`src/rtl/serializer_pkg.sv`:
```
// serializer_pkg: shared types and helpers for multi_channel_serializer.
//   state_t   - frame FSM states (IDLE, SHIFT)
//   len_bits  - width of the length field able to hold 0..width
//   eff_len   - effective frame length: 0 or over-range maps to width
package serializer_pkg;

  typedef enum logic {IDLE = 1'b0, SHIFT = 1'b1} state_t;

  function automatic int len_bits(input int width);
    return $clog2(width + 1);
  endfunction

  function automatic int eff_len(input int len, input int width);
    return (len == 0 || len > width) ? width : len;
  endfunction

endpackage

```
`src/rtl/serializer_lane.sv`:
```
// serializer_lane: one WIDTH-bit parallel-to-serial shift register.
//   clk, rst        clock, async active-high reset
//   load            capture data/len/msb_first (wins over shift)
//   shift           advance one bit
//   msb_first, len  order and effective length of the word being loaded
//   data            parallel word
//   bit_out         bit currently at the output end of the register
module serializer_lane import serializer_pkg::*; #(
  parameter int WIDTH = 8,
  parameter int LEN_W = len_bits(WIDTH)
) (
  input  logic             clk,
  input  logic             rst,
  input  logic             load,
  input  logic             shift,
  input  logic             msb_first,
  input  logic [LEN_W-1:0] len,
  input  logic [WIDTH-1:0] data,
  output logic             bit_out
);

  logic [WIDTH-1:0] sreg;
  logic             dir;
  logic [LEN_W-1:0] pad;

  // MSB-first words shorter than WIDTH are pre-aligned so bit len-1 sits at
  // the top; the shift path is then identical for every length.
  assign pad = LEN_W'(WIDTH) - len;

  always_ff @(posedge clk or posedge rst) begin
    if (rst) begin
      sreg <= '0;
      dir  <= 1'b0;
    end else if (load) begin
      sreg <= msb_first ? (data << pad) : data;
      dir  <= msb_first;
    end else if (shift) begin
      sreg <= dir ? {sreg[WIDTH-2:0], 1'b0} : {1'b0, sreg[WIDTH-1:1]};
    end
  end

  assign bit_out = dir ? sreg[WIDTH-1] : sreg[0];

endmodule

```
`src/rtl/multi_channel_serializer.sv`:
```
// multi_channel_serializer: captures CHANNELS words of WIDTH bits in one
// valid/ready handshake and shifts them out bit-serially in lockstep.
//   clk_i, reset_i              clock, async active-high reset
//   load_valid_i/load_ready_o   word-set handshake
//   data_i                      lane c at [c*WIDTH +: WIDTH]
//   len_i, msb_first_i          frame length (0/over-range = WIDTH), order
//   enable_i                    shift advance, low stalls
//   serial_o, serial_valid_o    per-lane bit and freshness flag
//   first_o, last_o, done_o     framing
//   busy_o                      frame in progress
// Optional macro SERIALIZER_PRELOAD_EN adds a one-entry holding register so
// the next word set can be accepted mid-frame for gapless streams.
module multi_channel_serializer import serializer_pkg::*; #(
  parameter int WIDTH    = 8,
  parameter int CHANNELS = 2,
  parameter int LEN_W    = len_bits(WIDTH)
) (
  input  logic                      clk_i,
  input  logic                      reset_i,
  input  logic                      load_valid_i,
  output logic                      load_ready_o,
  input  logic [CHANNELS*WIDTH-1:0] data_i,
  input  logic [LEN_W-1:0]          len_i,
  input  logic                      msb_first_i,
  input  logic                      enable_i,
  output logic [CHANNELS-1:0]       serial_o,
  output logic                      serial_valid_o,
  output logic                      first_o,
  output logic                      last_o,
  output logic                      done_o,
  output logic                      busy_o
);

  state_t                    state, state_nxt;
  logic [LEN_W-1:0]          cnt, len_r, len_in;
  logic                      accept, emit, is_last;
  logic                      take_in, take_hold, lane_load;
  logic [CHANNELS*WIDTH-1:0] ld_data;
  logic [LEN_W-1:0]          ld_len;
  logic                      ld_msb;
  logic [CHANNELS-1:0]       lane_bits;

  assign len_in  = LEN_W'(eff_len(int'(len_i), WIDTH));
  assign accept  = load_valid_i && load_ready_o;
  assign emit    = (state == SHIFT) && enable_i;
  assign is_last = (cnt == len_r - LEN_W'(1));
  // A new word goes straight into the lanes when idle, or when it arrives on
  // the very edge the current frame finishes (hold is empty then).
  assign take_in   = accept && ((state == IDLE) || (emit && is_last));
  assign lane_load = take_in || take_hold;

`ifdef SERIALIZER_PRELOAD_EN
  logic                      hold_full;
  logic [CHANNELS*WIDTH-1:0] hold_data;
  logic [LEN_W-1:0]          hold_len;
  logic                      hold_msb;

  assign take_hold    = emit && is_last && hold_full;
  assign load_ready_o = !hold_full;
  assign ld_data      = take_hold ? hold_data : data_i;
  assign ld_len       = take_hold ? hold_len  : len_in;
  assign ld_msb       = take_hold ? hold_msb  : msb_first_i;

  always_ff @(posedge clk_i or posedge reset_i) begin
    if (reset_i) begin
      hold_full <= 1'b0;
      hold_data <= '0;
      hold_len  <= '0;
      hold_msb  <= 1'b0;
    end else if (accept && !take_in) begin
      hold_full <= 1'b1;
      hold_data <= data_i;
      hold_len  <= len_in;
      hold_msb  <= msb_first_i;
    end else if (take_hold) begin
      hold_full <= 1'b0;
    end
  end
`else
  assign take_hold    = 1'b0;
  assign load_ready_o = (state == IDLE);
  assign ld_data      = data_i;
  assign ld_len       = len_in;
  assign ld_msb       = msb_first_i;
`endif

  always_ff @(posedge clk_i or posedge reset_i) begin
    if (reset_i) state <= IDLE;
    else         state <= state_nxt;
  end

  always_comb begin
    state_nxt = state;
    case (state)
      IDLE:    if (accept) state_nxt = SHIFT;
      SHIFT:   if (emit && is_last && !lane_load) state_nxt = IDLE;
      default: state_nxt = IDLE;
    endcase
  end

  always_ff @(posedge clk_i or posedge reset_i) begin
    if (reset_i) begin
      cnt   <= '0;
      len_r <= '0;
    end else if (lane_load) begin
      cnt   <= '0;
      len_r <= ld_len;
    end else if (emit) begin
      cnt   <= cnt + 1'b1;
    end
  end

  // Stall in SHIFT keeps serial/first/last; idle clears the framing flags.
  always_ff @(posedge clk_i or posedge reset_i) begin
    if (reset_i) begin
      serial_o       <= '0;
      serial_valid_o <= 1'b0;
      first_o        <= 1'b0;
      last_o         <= 1'b0;
      done_o         <= 1'b0;
    end else begin
      serial_valid_o <= emit;
      done_o         <= emit && is_last;
      if (emit) begin
        serial_o <= lane_bits;
        first_o  <= (cnt == '0);
        last_o   <= is_last;
      end else if (state == IDLE) begin
        first_o  <= 1'b0;
        last_o   <= 1'b0;
      end
    end
  end

  assign busy_o = (state == SHIFT);

  for (genvar c = 0; c < CHANNELS; c++) begin : g_lane
    serializer_lane #(.WIDTH(WIDTH), .LEN_W(LEN_W)) u_lane (
      .clk       (clk_i),
      .rst       (reset_i),
      .load      (lane_load),
      .shift     (emit),
      .msb_first (ld_msb),
      .len       (ld_len),
      .data      (ld_data[c*WIDTH +: WIDTH]),
      .bit_out   (lane_bits[c])
    );
  end

endmodule

```
`config.mk`:
```
export PLATFORM = sky130hd
export DESIGN_NAME = multi_channel_serializer
export DESIGN_NICKNAME = d
export VERILOG_FILES = /design/src/rtl/serializer_pkg.sv /design/src/rtl/serializer_lane.sv /design/src/rtl/multi_channel_serializer.sv
export SDC_FILE = /design/constraint.sdc
export NUM_CORES = 1
export LEC_CHECK = 0
export CORE_UTILIZATION = 45
export DETAILED_ROUTE_END_ITERATION = 7
export PLACE_DENSITY = 0.68
export SLEW_MARGIN = 20
export SYNTH_ARGS = -nofsm -noshare
export SYNTH_HDL_FRONTEND = slang
export SYNTH_SLANG_ARGS = --single-unit
```
`constraint.sdc`:
```
create_clock -name clk_i -period 3.28 [get_ports clk_i]
set_input_delay 0.656 -clock clk_i [delete_from_list [all_inputs] [get_ports clk_i]]
set_output_delay 0.656 -clock clk_i [all_outputs]
set_load 0.02 [all_outputs]
```
======== Yosys cells after proc, flatten, opt, wreduce, memory -nomap -nowiden ========
Index checks and enable logic that the tools add are counted.
word-level totals
  bits of input ports ..................... 25
  flip-flop bits (word level) ............. 32
  output and inout bits ................... 8
  logic and storage cells ................. 50
operators by class
  reductions and logical operators ........ 11
  $lt $le $gt $ge ......................... 1
  equality and inequality tests ........... 2
  mux-type cells .......................... 19
  bitwise operators ....................... 1
  shift-type cells ........................ 2
  $add $sub $neg .......................... 3
operators with widths
  kind                 number
  $mux 8               8
  $shl 8x4->8          2
  $mux 4               3
  $logic_not 4->1      2
  $mux 1               7
  $logic_and 1x1->1    5
  $add 4x1->4 const B  1
  $eq 4x4->1           1
  $gt 4x4->1 const B   1
  $sub 4x1->4 const B  1
  $sub 4x4->4 const A  1
  $logic_or 1x1->1     2
  $ne 2x1->1 const B   1
  $pmux 1 s2           1
  $reduce_bool 2->1    1
  $logic_not 1->1      1
  $not 1->1            1

======== Longest topological paths before layout ========
Gate-level depths: netlist of run 1.
  depth in word-level cells ............... 9
  gate-level depth with buffers ........... 10

======== Cells and area by module ========
From an unflattened synthesis of run 1, not the netlist that was laid out.
second synthesis, totals
  cell total of the unflattened synthesis .. 260
  area, all modules ....................... 2457.4 um^2
modules (own cells, without submodules)
  module                    cells an instance  instances  seq. area each (um^2)  area an instance (um^2)
  serializer_lane           98                 2          225.2                  855.8
  multi_channel_serializer  64                 1          375.4                  745.7

======== Least setup slack after synthesis of run 1 ========
OpenSTA, ideal clock, no wires.
  path kind ............................... input port to flip-flop
  start point ............................. in len_i[0]
  end point ............................... reg g_lane[0].u_lane.sreg[6]
  setup time .............................. 125 ps
  stages on the path ...................... 10
  path slack .............................. 811 ps
  arrival time ............................ 2344 ps
  required time ........................... 3155 ps
  path buffers ............................ 2
  cell sequence ........................... nor2b_1 > buf_4 > inv_2 > buf_4 > ha_1 > or4b_1 > o32ai_2 > or2b_1 > a2bb2oi_1 > o21ai_1
on the way
  longest elaborated chain between the ends .. 7
ends and longest elaborated chain
  item                                           line                            source
  start, declared                                multi_channel_serializer.sv:23  input logic [LEN_W-1:0] len_i,
  $gt 4x4->1 or $logic_not 4->1 (tied branches)  serializer_pkg.sv:14            return (len == 0 || len > width) ? width : len;
  $logic_or 1x1->1                               serializer_pkg.sv:14
  $mux 4 (*)                                     serializer_pkg.sv:14
  $sub 4x4->4 (*)                                serializer_lane.sv:28           assign pad = LEN_W'(WIDTH) - len;
  $shl 8x4->8 (*)                                serializer_lane.sv:35           sreg <= msb_first ? (data << pad) : data;
  $mux 8 (*)                                     serializer_lane.sv:35
  $mux 8 (*)                                     serializer_lane.sv:34           end else if (load) begin
  end signal, assigned                           serializer_lane.sv:35
  end signal, assigned                           serializer_lane.sv:38           sreg <= dir ? {sreg[WIDTH-2:0], 1'b0} : {1'b0, sreg[WIDTH-1:1]};
  end, declared                                  serializer_lane.sv:22           logic [WIDTH-1:0] sreg;
Mark *: on every way between the ends. The rest lies on a longest branch, timed or not.
A chain may end at the register's enable or synchronous reset.

======== Worst setup path in the final report of run 1 ========
  start point ............................. in len_i[0]
  end point ............................... reg g_lane[1].u_lane.sreg[1]
on the way
  longest elaborated chain between the ends .. 7
ends and longest elaborated chain
  item                                           line
  $gt 4x4->1 or $logic_not 4->1 (tied branches)  serializer_pkg.sv:14
  $logic_or 1x1->1                               serializer_pkg.sv:14
  $mux 4 (*)                                     serializer_pkg.sv:14
  $sub 4x4->4 (*)                                serializer_lane.sv:28
  $shl 8x4->8 (*)                                serializer_lane.sv:35
  $mux 8 (*)                                     serializer_lane.sv:35
  $mux 8 (*)                                     serializer_lane.sv:34
  end signal, assigned                           serializer_lane.sv:35
  end signal, assigned                           serializer_lane.sv:38
  end, declared                                  serializer_lane.sv:22
Marked as above.

==> metrics.txt, run 1 <==
layout cell share with drive strength beyond 1 8.90%; CTS H-tree depth 2; Post-synth EDFFs 0; CP max FO 10; Iteration-0 DRC Markers 151; Max-cap violations 0; Final Instance Count excl. Fillers ~340; final hold vios 0; reg-to-reg slack, setup roughly 1500 ps; CTS clk-pin slew, worst paths about 70 ps; routed vias/inst between 5 and 6; Slew Viols, Final 0; Max Freq 0.376 GHz; register area approximately 800 µm²; Distinct cells, synth between 40 and 50; status finished clean; GRT Overall Usage between 20 and 25%; DP Area 2580 µm²; RD Place Congestion 0.916; synthesized flop and latch total 32; Final TNS setup 0 ps; DR vias roughly 2000; VDD IR max 0.000233 V; DRT antenna net count 0; row count 25; Hold Crit Class reg -> reg; Num CTS Buffers 5; P per Cell Area around 770 nW/µm²; Clock Latency Late Sink between 200 and 300 ps; Worst Setup EP g_lane[1].u_lane.sreg[1]$_DFFE_PP0P_; Die ar. 5150 µm²; number of global-route vias before repair between 1500 and 2000; Post-route DRC 0; CTS sink count 32; CTS resizes 0; Root Driver clkbuf_8; Post-Syn Area per Cell just under 9 µm²; postcts setup bufs 0; Setup crit start kind input port; Reg-to-Reg Start busy_o$_DFF_PP0_; RSZ-0062 raised after global routing false; ant diodes 0; input/output buffers 32; Total Wirelength about 5400 µm; Tightest Pin Transition around 860 ps; hold buffer count at CTS 0; Comb pwr share a little over two fifths; Critical R2R Capture g_lane[1].u_lane.sreg[7]$_DFFE_PP0P_; clk_skew roughly 3.7 ps; Async SR Flop Fraction 100%; Die X slightly above 70 µm; largest net degree at the start of global routing 33; final setup fails 0; drt first pass iters 4; Pint about 1.3 mW; first-pass GRT wire length around 8900 µm; R2R cell count 6; fin util 57.6%; WP data arrival about 2800 ps; Nets roughly 310; WHS 479 ps; yosys warns 0; top cell type's share of synthesized area between 30% and 40%; Overflow after GRT 0; TritonCTS clock tree done; Clock Power Share about a fifth; register area share after synthesis a little over a third; Worst Setup SP len_i[0]; area added between synthesis and finish 23.5%; top cells by area, synth dfrtp_1 37%, mux2i_1 13%, o21ai_0 5.3%; WL per Instance roughly 16 µm; Detailed Place HPWL 3930 µm; initial core utilization a little under half; leak pwr 1.17 nW; post-route cell area around 2700 µm²; dpl cells ~330; Cell Area, Synth between 2000 and 2500 µm²; Synth Instances roughly 250; Slew HR a little over two fifths; Placeable Area 4690 µm²; Final period util between 80 and 90%; largest area contributor in the netlist dfrtp_1; IO Count 33; switching pwr 787 µW; Seq pwr share between 30% and 40%; multi-input logic area between 1000 and 1500 µm²; kind of critical path in -> reg; initial antenna violation count 0; required time of the worst setup path between 3000 and 4000 ps; CTS Buffer Depth 2; Die H between 70 and 80 µm; switching fraction of total power between 30% and 40%; # fillers 447; Synth Flop Type dfrtp_1; Period minus WS final about 2700 ps; Syn Nets roughly 270; CP Capture Type register
power by group through the flow:
stage               combinational (mW)  sequential (mW)  clock, mW
global placement                 0.871            0.769          0
detailed placement               0.882            0.774          0
finish                           0.884            0.771      0.415
CTS                              0.889            0.767      0.421
floorplan                        0.658            0.723          0
global route                     0.983            0.795      0.440
cells by family (layout without fill, tap and decap cells):
kind of cell,after synthesis,count (layout),synth area share (%)
compound gates,63,63,19.3
fa+ha+maj,4,4,2.29
buf+inv,26,62,5.31
flops,32,32,36.6
xor+xnor,8,8,3.89
mux,30,30,14.9
simple gates,82,82,17.8
Yosys cell counts (3+ instances only):
cell,number
nand3_1,11
a31oi_1,3
nor3_1,6
o21ai_0,23
nor3b_1,3
nor2_1,21
nor2b_1,3
clkbuf_1,7
a221o_1,4
a21oi_1,9
nand2_1,29
a2bb2oi_1,3
ha_1,4
buf_2,3
mux2i_1,28
xnor2_1,5
a22oi_1,4
dfrtp_1,32
inv_1,9
stage by stage:
| stage | worst slack (ps) | total power, mW |
|---|---|---|
| floorplan | 811 | 1.38 |
| global placement | 325 | 1.64 |
| detailed placement | 327 | 1.66 |
| CTS | 635 | 2.08 |
| global route | 486 | 2.22 |
| finish | 618 | 2.07 |
worst min-delay path by stage:
stage                            startpoint                      end  slack [ps]  depth (start not counted)
floorplan              len_r[1]$_DFFE_PP0P_     len_r[1]$_DFFE_PP0P_         470                          2
global placement    serial_o[0]$_DFFE_PP0P_  serial_o[0]$_DFFE_PP0P_         460                          2
detailed placement  serial_o[0]$_DFFE_PP0P_  serial_o[0]$_DFFE_PP0P_         470                          2
CTS                 serial_o[0]$_DFFE_PP0P_  serial_o[0]$_DFFE_PP0P_         490                          2
global route        serial_o[1]$_DFFE_PP0P_  serial_o[1]$_DFFE_PP0P_         510                          2
finish              serial_o[0]$_DFFE_PP0P_  serial_o[0]$_DFFE_PP0P_         480                          2
worst max-delay path: stages:
cell	delay [ps]
clkdlybuf4s50_1	530
nor2b_1	210
inv_2	50
ha_1	490
clkinv_1	190
a31oi_1	200
nor2_1	120
a221o_1	380
sequential cells by signal, indices dropped and copies added, names as in the netlist:
signal	count
g_lane.u_lane.sreg	16
cnt	4
len_r	4
serial_o	2
busy_o	1
done_o	1
first_o	1
g_lane.u_lane.dir	1
last_o	1
serial_valid_o	1
layout by cell type, fill, tap and decap left out, drive strengths merged, types with 3 or more instances in the layout:
cell type,n
mux2i,28
nor3,6
clkbuf,7
buf,9
nand2,29
xnor2,7
nor3b,3
a21oi,9
nor2,21
nand3,11
clkdlybuf4s50,32
a221o,4
dfrtp,32
nor2b,3
a22oi,4
a2bb2oi,3
inv,11
a31oi,3
o21ai,24
ha,4
layout make-up:
cell class	count	area share [%]
clock buffers	7	3.56
clock inverters	1	1.11
inverters	13	1.80
multi-input cells	187	47.1
flip-flops and latches	32	29.6
well taps	54	2.50
repair buffers	41	14.3
per-layer routing:
metal / up-vias / wire, µm / global-route usage (%)
met3: 6 / 312 / 4.22
met1: 942 / 2650 / 33.8
met4: 0 / 52 / 6.97
li1: 961 / - / -
met2: 78 / 2360 / 32.2
met5: - / 0 / 0
Note: power is estimated with default switching activity, not from simulation.
==> inputs of run 2 (changes only) <==
- clock period: 3.28 -> 2.7 ns (I/O delays scaled with it)
==> run 2 against run 1 <==
Die area unchanged. Cell area up 3.7%. Non-clock buffer count grew 16. Clock power up 8.7%. Clock skew is 2.8 ps higher. Clock-buffer cell count down 1. Largest power group unchanged. Combinational power is 26% higher. First-iteration DRC count increased by 17%. Wire length up 3.2%. Power is 20% higher. Via count up 2.2%. Register-to-register slack got worse by 510 ps.
==> metrics.txt, run 2 (synthesized netlist as in run 1, its figures left out) <==
CTS H-tree depth 2 (unchanged); postcts setup bufs 0 (unchanged); final hold vios 0 (unchanged); Detailed Place HPWL 4110 µm (+4.6%); Die H 71.8 µm (unchanged); Period minus WS final roughly 2400 ps; leak pwr 1.23 nW (+5.9%); CTS clk-pin slew, worst paths 70 ps (about the same); number of global-route vias before repair 1935 (+8.7%); first-pass GRT wire length 9260 µm (+4.1%); Max Freq 0.415 GHz; Num CTS Buffers 5 (unchanged); Slew Viols, Final 0 (unchanged); WHS 477 ps (-1.93 ps); register bank with the most flops g_lane.u_lane.sreg; Total Wirelength 5540 µm (+3.2%); highest metal used met4; CTS sink count 32 (unchanged); Overflow after GRT 0 (unchanged); multi-input logic area 1270 µm² (unchanged); # fillers 413 (-7.6%); WP data arrival 2560 ps (-270 ps); status finished clean; Setup crit start kind input port; routed vias/inst 5.78 (-2.5%); routed wl met2 2550 µm (+8.1%); Hold Crit Class reg -> reg; metal3 WL 307 µm (-1.6%); Slew HR 43.5% (+1.1 points); Final TNS setup 0 ps (unchanged); CTS resizes 0 (unchanged); CP max stage cell clkdlybuf4s50_1; Die ar. 5150 µm² (unchanged); Placeable Area 4690 µm² (unchanged); input/output buffers 32 (unchanged); DR vias 2030 (+2.2%); crit-path cells clkdlybuf4s50_1, nand2b_1, ha_1, inv_2, xnor2_2, nor2_1, a22oi_1, o221ai_1; layout cell share with drive strength beyond 1 13.5% (+4.6 points); CP max FO 8 (-2); Max-cap violations 0 (unchanged); VDD IR max 0.000286 V (+23%); CTS Buffer Depth 2 (unchanged); hold buffer count at CTS 0 (unchanged); Nets 325 (+5.2%); RD Place Congestion 0.921 (+0.55%); DRT antenna net count 0 (unchanged); required time of the worst setup path 2850 ps (-600 ps); area added between synthesis and finish 28.1%; final setup fails 0 (unchanged); GRT Overall Usage 23.3% (+0.89 points); register area 801 µm² (unchanged); initial core utilization 46.7% (unchanged); ant diodes 0 (unchanged); P per Cell Area 888 nW/µm² (+16%); Die X 71.8 µm (unchanged); largest net degree at the start of global routing 33 (unchanged); Worst Setup SP len_i[3]; M1 WL 2610 µm (-1.5%); max reg flops 16 (unchanged); Tightest Pin Transition 847 ps (-13.9 ps); TritonCTS clock tree done; initial antenna violation count 0 (unchanged); drt first pass iters 4 (unchanged); CP Capture Type register; Clock Latency Late Sink 290 ps (about the same); most frequent cells in the layout 32 x dfrtp_1, 32 x clkdlybuf4s50_1, 29 x nand2_1; Root Driver clkbuf_8; HP Start serial_o[0]$_DFFE_PP0P_; Worst path max stage delay 490 ps (-40 ps); Final period util around 90%; Largest regs g_lane.u_lane.sreg: 16 flops, cnt: 4 flops, len_r: 4 flops; clk_skew 6.53 ps (+2.81 ps); Reg-to-Reg Start g_lane[0].u_lane.dir$_DFFE_PP0P_; WL per Instance 15.8 µm (-1.5%); Post-route DRC 0 (unchanged); RSZ-0062 raised after global routing false; kind of critical path in -> reg; row count 25 (unchanged); Iteration-0 DRC Markers 176 (+17%); IO Count 33 (unchanged)
## run 2: changes by cell type in the layout (fill, tap and decap cells not counted), sizes merged
cell    before  now
clkbuf       7    6
buf          9   25
clkinv       2    3
## run 2: layer usage
metal / track usage, % / vias to the layer above
met5: 0 / -
met3: 3.80 / 8
met4: 7.19 / 0
met1: 33.2 / 964
met2: 36.3 / 63
li1: - / 995
## run 2: path summary, 6_finish.rpt
| kind | to | slack, ps | cells past startpoint |
|---|---|---|---|
| setup / recovery | g_lane[1].u_lane.sreg[2]$_DFFE_PP0P_ | 290 | 8 |
| hold / removal | serial_o[0]$_DFFE_PP0P_ | 480 | 2 |
| setup reg to reg | g_lane[1].u_lane.sreg[5]$_DFFE_PP0P_ | 940 | 4 |
| hold reg to reg | serial_o[0]$_DFFE_PP0P_ | 480 | 2 |
| max in group asynchronous | g_lane[1].u_lane.sreg[5]$_DFFE_PP0P_ | 1770 | 3 |
| min in group asynchronous | g_lane[0].u_lane.sreg[2]$_DFFE_PP0P_ | 640 | 3 |
## run 2: cell type report
type	count	share of cell area, %
multi-input combinational	187	45.4
sequential	32	28.5
timing repair buffer	57	18.1
clock buffer	6	2.59
tap	54	2.41
inverter	13	1.74
clock inverter	2	1.25
## run 2: power by group
group          switching, mW  internal [mW]  total (mW)  leakage, nW
sequential             0.238          0.693       0.931        0.405
combinational          0.538          0.571        1.11        0.774
clock                  0.178          0.274       0.451       0.0552
## run 2: worst max-delay path: cells and delay by family
family                     cells  cell delay [ps]
xor gates and xnor gates       1              390
and+or+nand+nor                2              310
buffers and inverters          2              570
adders and majority gates      1              260
AOI/OAI and AO/OA              2              480
## run 2: per-stage QoR
step / util, % / instances / power (mW) / setup WS [ps] / cell area [µm²]
5_1_grt: 59.8 / 351 / 2.67 / 162 / 2810
4_1_cts: 59.8 / 351 / 2.50 / 323 / 2810
3_3_place_gp: 57.5 / 343 / 2.02 / 26.2 / 2700
2_1_floorplan: - / 245 / 1.68 / 347 / 2190
6_report: 59.8 / 351 / 2.49 / 288 / 2810
3_5_place_dp: 57.5 / 343 / 2.04 / 15.4 / 2700
==> inputs of run 3 (changes only) <==
- ABC_CLOCK_PERIOD_IN_PS: unset -> 2700
- TNS_END_PERCENT: unset -> 10
==> results of run 3 <==
No change in the layout: final DEF, timing and power equal those of run 2.
